$ cat src/rtl/csk_div_pkg.sv
// Shared constants, FSM state type and the ripple-block helper for the
// carry-skip restoring divider.
package csk_div_pkg;

   localparam int WIDTH = 16;
   localparam int CNT_W = 4;
   localparam int BLOCK = 4;
   localparam int SUB_W = WIDTH + 1;

   typedef enum logic [1:0] {
      IDLE = 2'd0,
      RUN  = 2'd1,
      DONE = 2'd2
   } state_t;

   // One BLOCK-bit ripple-carry adder slice; returns {carry_out, sum}.
   function automatic logic [BLOCK:0] ripple_blk(input logic [BLOCK-1:0] a,
                                                 input logic [BLOCK-1:0] b,
                                                 input logic             cin);
      logic             c;
      logic [BLOCK-1:0] s;
      c = cin;
      s = '0;
      for (int j = 0; j < BLOCK; j++) begin
         s[j] = a[j] ^ b[j] ^ c;
         c    = (a[j] & b[j]) | ((a[j] ^ b[j]) & c);
      end
      return {c, s};
   endfunction

endpackage

$ cat src/rtl/csk_sub_17bit.sv
// 17-bit carry-skip subtractor: diff = a - b as a + ~b + 1.
// cout = 1 means no borrow (a >= b).
module csk_sub_17bit
   import csk_div_pkg::*;
(
   input  logic [SUB_W-1:0] a,
   input  logic [SUB_W-1:0] b,
   output logic [SUB_W-1:0] diff,
   output logic             cout
);

   localparam int NBLK = WIDTH / BLOCK;

   logic [SUB_W-1:0] bn;
   logic [SUB_W-1:0] prop;
   logic [BLOCK:0]   blk;
   logic             carry;

   assign bn   = ~b;
   assign prop = a ^ bn;

   // When every bit of a block propagates, the block's carry-in skips
   // straight to the next block instead of rippling through it.
   always_comb begin
      carry = 1'b1;
      diff  = '0;
      blk   = '0;
      for (int k = 0; k < NBLK; k++) begin
         blk = ripple_blk(a[k*BLOCK +: BLOCK], bn[k*BLOCK +: BLOCK], carry);
         diff[k*BLOCK +: BLOCK] = blk[BLOCK-1:0];
         carry = (&prop[k*BLOCK +: BLOCK]) ? carry : blk[BLOCK];
      end
      diff[WIDTH] = prop[WIDTH] ^ carry;
      cout        = prop[WIDTH] ? carry : (a[WIDTH] & bn[WIDTH]);
   end

endmodule

$ cat src/rtl/csk_divider_16bit.sv
// Sequential 16-bit unsigned restoring divider, one quotient bit per clock,
// using the carry-skip subtractor for the trial subtraction.
module csk_divider_16bit
   import csk_div_pkg::*;
(
   input  logic             clk,
   input  logic             rst_n,
   input  logic             start,
   input  logic [WIDTH-1:0] dividend,
   input  logic [WIDTH-1:0] divisor,
   output logic             ready,
   output logic             busy,
   output logic             done,
   output logic [WIDTH-1:0] quotient,
   output logic [WIDTH-1:0] remainder,
   output logic             div_by_zero
);

   // Handshake: a request is accepted on a rising edge where start=1 and
   // ready=1 (IDLE or DONE); start is ignored while busy. done pulses for
   // one cycle when results are written; results hold until the next one.

   state_t           state;
   logic [CNT_W-1:0] cnt;
   logic [WIDTH-1:0] r;
   logic [WIDTH-1:0] q;
   logic [WIDTH-1:0] d;

   logic [WIDTH:0]   t;
   logic [WIDTH:0]   s;
   logic             no_borrow;
   logic [WIDTH-1:0] r_next;
   logic [WIDTH-1:0] q_next;
   logic             unused_s_msb;

   // The partial remainder stays below the divisor, so its top bit is always
   // zero between iterations and only 16 bits are stored.
   assign t = {r, q[WIDTH-1]};

   csk_sub_17bit u_sub (
      .a    (t),
      .b    ({1'b0, d}),
      .diff (s),
      .cout (no_borrow)
   );

   assign r_next       = no_borrow ? s[WIDTH-1:0] : t[WIDTH-1:0];
   assign q_next       = {q[WIDTH-2:0], no_borrow};
   assign unused_s_msb = s[WIDTH];

   always_ff @(posedge clk or negedge rst_n) begin
      if (!rst_n) begin
         state       <= IDLE;
         cnt         <= '0;
         r           <= '0;
         q           <= '0;
         d           <= '0;
         quotient    <= '0;
         remainder   <= '0;
         div_by_zero <= 1'b0;
         done        <= 1'b0;
         busy        <= 1'b0;
         ready       <= 1'b1;
      end else begin
         done <= 1'b0;
         case (state)
            IDLE, DONE: begin
               if (start) begin
                  if (divisor == '0) begin
                     state       <= DONE;
                     quotient    <= '1;
                     remainder   <= dividend;
                     div_by_zero <= 1'b1;
                     done        <= 1'b1;
                     busy        <= 1'b0;
                     ready       <= 1'b1;
                  end else begin
                     state       <= RUN;
                     d           <= divisor;
                     r           <= '0;
                     q           <= dividend;
                     cnt         <= CNT_W'(WIDTH - 1);
                     div_by_zero <= 1'b0;
                     busy        <= 1'b1;
                     ready       <= 1'b0;
                  end
               end else if (state == DONE) begin
                  state <= IDLE;
               end
            end
            RUN: begin
               r   <= r_next;
               q   <= q_next;
               cnt <= cnt - 1'b1;
               if (cnt == '0) begin
                  state     <= DONE;
                  quotient  <= q_next;
                  remainder <= r_next;
                  done      <= 1'b1;
                  busy      <= 1'b0;
                  ready     <= 1'b1;
               end
            end
            default: begin
               state <= IDLE;
               busy  <= 1'b0;
               ready <= 1'b1;
            end
         endcase
      end
   end

endmodule

$ cat config.mk
export PLATFORM = sky130hd
export DESIGN_NAME = csk_divider_16bit
export DESIGN_NICKNAME = d
export VERILOG_FILES = /design/src/rtl/csk_div_pkg.sv /design/src/rtl/csk_sub_17bit.sv /design/src/rtl/csk_divider_16bit.sv
export SDC_FILE = /design/constraint.sdc
export NUM_CORES = 1
export LEC_CHECK = 0
export BUFFER_PORTS_ARGS = -buffer_cell sky130_fd_sc_hd__buf_2
export CAP_MARGIN = 30
export CORE_MARGIN = 2
export CORE_UTILIZATION = 55
export CTS_BUF_LIST = sky130_fd_sc_hd__clkbuf_4 sky130_fd_sc_hd__clkbuf_8
export DETAILED_ROUTE_END_ITERATION = 10
export HOLD_SLACK_MARGIN = 0.08
export PLACE_DENSITY = 0.77
export SLEW_MARGIN = 20
export SYNTH_ARGS = -nofsm -noshare
export SYNTH_HDL_FRONTEND = slang
export SYNTH_SLANG_ARGS = --single-unit
$ cat constraint.sdc
create_clock -name clk -period 8.2 [get_ports clk]
set_clock_uncertainty 0.05 [all_clocks]
set_input_delay 0.82 -clock clk [delete_from_list [all_inputs] [get_ports clk]]
set_output_delay 0.82 -clock clk [all_outputs]
set_load 0.01 [all_outputs]
==> flow_summary.json <==
{
  "die_h_um": 94.0,
  "worstSkewPairLatency_ns": 0.36,
  "worstSetupEndpointType": "register",
  "grt_start_max_net_pins": 66,
  "place_inst": 626,
  "port_buffers": 70,
  "synth_simple_gate_area_share_pct": 18.3,
  "post_drt_wl_per_cell_um": 15.0,
  "numCtsBuffers": 9,
  "yosys_warnings": 0,
  "status": "completed",
  "setup_violations": 0,
  "synthXorXnorAreaFrac_pct": 0.197,
  "path_class": "register to register",
  "cts.path.max_buffers": 2,
  "drc": 0,
  "final_nets": 606,
  "rows": 32,
  "antennaDiodeCount": 0,
  "power_w": 0.00243,
  "fin_cells": 645,
  "seq_area_frac_synth_pct": 50.6,
  "avgSynthCellArea_um2": 9.44,
  "swShare_pct": 42.6,
  "r2r_slack_ns": 0.33,
  "h-tree-depth": 3,
  "crit_arrival_ns": 8.10,
  "synth_mux_area_share_pct": 0.253,
  "overflow": 0,
  "synth_compound_area_share_pct": 13.9,
  "finalMaxSlewViolations": 0,
  "routed_wl_mm": 9.68,
  "power_frac_seq_pct": 32.9,
  "synth_top_family_by_area": "simple AND/OR/NAND/NOR gates",
  "maxCapViolations": 0,
  "tightest_slew_ns": 0.981,
  "vias_per_cell": 5.36,
  "dieArea_um2": 8830,
  "p_clk_share_pct": 13.6,
  "period_share_pct": 96.0,
  "r2r_cells": 29,
  "cellInternalPower_w": 0.00140,
  "tritoncts": "yes",
  "hold_path_class": "input port to asynchronous set/reset pin",
  "synthAdderAreaFrac_pct": 11.5,
  "timing.rr.end": "remainder[15]",
  "netlist_instances": 472,
  "ant_nets": 0,
  "max_stage_delay_ns": 0.40,
  "antenna_found_initial": 0,
  "synth_nets": 539,
  "synth_cell_types": 31,
  "p_switching_w": 0.00103,
  "grt_pass1_vias": 3414,
  "path_max_fanout": 7,
  "cp_slowest_cell": "fa_1",
  "initial_core_util_pct": 57.3,
  "crit_required_ns": 8.42,
  "fin_crit_ns": 7.87,
  "critPathMostFrequentCell": "fa_1",
  "io_pins": 71,
  "grt_pass1_wl_mm": 16.3,
  "start_kind": "register",
  "syn_to_final_growth_pct": 16.0,
  "fmax_mhz": 127,
  "die_w_um": 94.0,
  "clock-sinks": 90,
  "track_usage_pct": 23.7,
  "vias": 3459,
  "hold_violations": 0,
  "synth-seq-cells": 90,
  "powerDensity_nw_per_um2": 471,
  "cts.clk_slew.worst_paths_ns": 0.09,
  "max-slew-margin-rel_pct": 34.6,
  "vdd_drop_max_mv": 0.247,
  "power_frac_comb_pct": 53.5,
  "hpwlAfterDp_mm": 6.86,
  "drive_gt1_share_pct": 19.5,
  "timing.rr.start": "q[15]",
  "first_iter_violations": 172,
  "synth_area_um2": 4450,
  "gp_congestion": 0.902,
  "cts-root-buf": "clkbuf_8",
  "whs_ns": 0.377,
  "p_leak_nw": 2.42,
  "drt_first_pass_iters": 4,
  "core_area_um2": 7770
}
cell usage in the layout (no fill, tap or decap), types with 2 or more instances in the layout:
cell and n:
a21oi_1 18, nor2_1 56, ha_1 17, buf_2 70, o21ai_0 21, nand2_1 107
buf_4 9, nand4_1 4, fa_1 14, a2bb2oi_1 16, dfrtp_1 89, inv_1 35
a31oi_1 32, bufinv_16 2, nor4_1 4, nor2b_1 2, inv_6 2, nand2b_1 16
clkbuf_8 9
what timing repair did:
action                                  CTS  global route
setup buffers                             0             2
resized for setup                         0             3
hold buffers                              0             0
endpoints found under the setup margin    0            26
Yosys cell counts:
master | n | area [um^2]
a2111oi_4 | 1 | 27.5
a211oi_1 | 1 | 7.51
a211oi_2 | 1 | 12.5
a21o_1 | 1 | 7.51
a21oi_1 | 18 | 90.1
a2bb2oi_1 | 16 | 140
a31oi_1 | 32 | 200
a41oi_1 | 2 | 17.5
and4_4 | 1 | 11.3
buf_1 | 2 | 7.51
buf_2 | 4 | 20.0
buf_6 | 1 | 11.3
clkbuf_1 | 17 | 63.8
dfrtp_1 | 89 | 2230
dfstp_2 | 1 | 26.3
fa_1 | 15 | 300
ha_1 | 17 | 213
inv_1 | 35 | 131
mux2_2 | 1 | 11.3
nand2_1 | 107 | 402
nand2b_1 | 17 | 106
nand3_1 | 1 | 5.00
nand4_1 | 4 | 25.0
nor2_1 | 56 | 210
nor2b_1 | 2 | 12.5
nor3_1 | 1 | 5.00
nor4_1 | 4 | 25.0
o21ai_0 | 22 | 110
o31ai_1 | 1 | 7.51
or3_4 | 1 | 11.3
xnor2_1 | 1 | 8.76
per-layer routing:
metal,part of all wire [%],vias up,track usage [%]
li1,-,1685,-
met1,48,1676,34.7
met2,46,93,37.0
met3,5.4,5,4.25
met4,0.61,0,5.92
met5,0,-,0
worst max-delay path: cells and delay by family, from the launching register on:
kind / cells / cell delay, ns
AO/OA/AOI/OAI: 4 / 0.75
AND/OR/NAND/NOR: 4 / 0.29
flip-flops: 1 / 0.37
multiplexers: 1 / 0.20
buffers and inverters: 4 / 0.40
adder cells (fa/ha/maj): 16 / 5.72
how the worst max path moves through the flow:
stage	slack, ns	cells after the start	end	start
after detailed placement	0.32	28	remainder[15]	q[15]
final	0.33	29	remainder[15]	q[15]
after global placement	0.54	28	remainder[15]	q[15]
after global routing	-0.02	29	remainder[15]	q[15]
after CTS	0.28	28	remainder[15]	q[15]
after floorplan	0.79	29	remainder[6]	q[15]
state kept, by name, summed over array words and instances (netlist names):
register     count
r               16
remainder       16
state            2
d               16
busy             1
ready            1
cnt              4
q               16
quotient        16
done             1
div_by_zero      1
cell families (layout without fill, tap and decap cells):
kind of cell               Yosys count  count (layout)
AOI/OAI and AO/OA                   95              95
xor gates and xnor gates             1               1
adders and majority gates           32              32
buffers and inverters               59             130
DFF                                 90              90
muxes                                1               1
and+or+nand+nor                    194             194
power by group through the flow:
| stage | Sequential [W] | Combinational, W | Clock, W |
|---|---|---|---|
| 2_1_floorplan | 0.000804 | 0.000909 | 0 |
| 3_3_place_gp | 0.000799 | 0.00120 | 0 |
| 3_5_place_dp | 0.000806 | 0.00126 | 0 |
| 4_1_cts | 0.000799 | 0.00126 | 0.000339 |
| 5_1_grt | 0.000827 | 0.00149 | 0.000357 |
| 6_report | 0.000800 | 0.00130 | 0.000331 |
through the flow:
stage               util [%]  TNS (ns)  area [um^2]  setup WS, ns
floorplan                  -         0         4450         0.788
global placement        63.2         0         4910         0.542
detailed placement      63.2         0         4910         0.315
CTS                     66.0         0         5120         0.283
global route            66.5   -0.0335         5160       -0.0166
finish                  66.5         0         5160         0.327
final cells by class:
cell class / count / area [um^2]
well taps: 102 / 128
multi-input cells: 323 / 2010
inverters: 35 / 131
flip-flops and latches: 90 / 2250
repair buffers: 80 / 429
clock buffers: 9 / 124
fillers: 675 / 2600
clock inverters: 6 / 90.1
No activity file was read; power rests on OpenSTA's default activity.
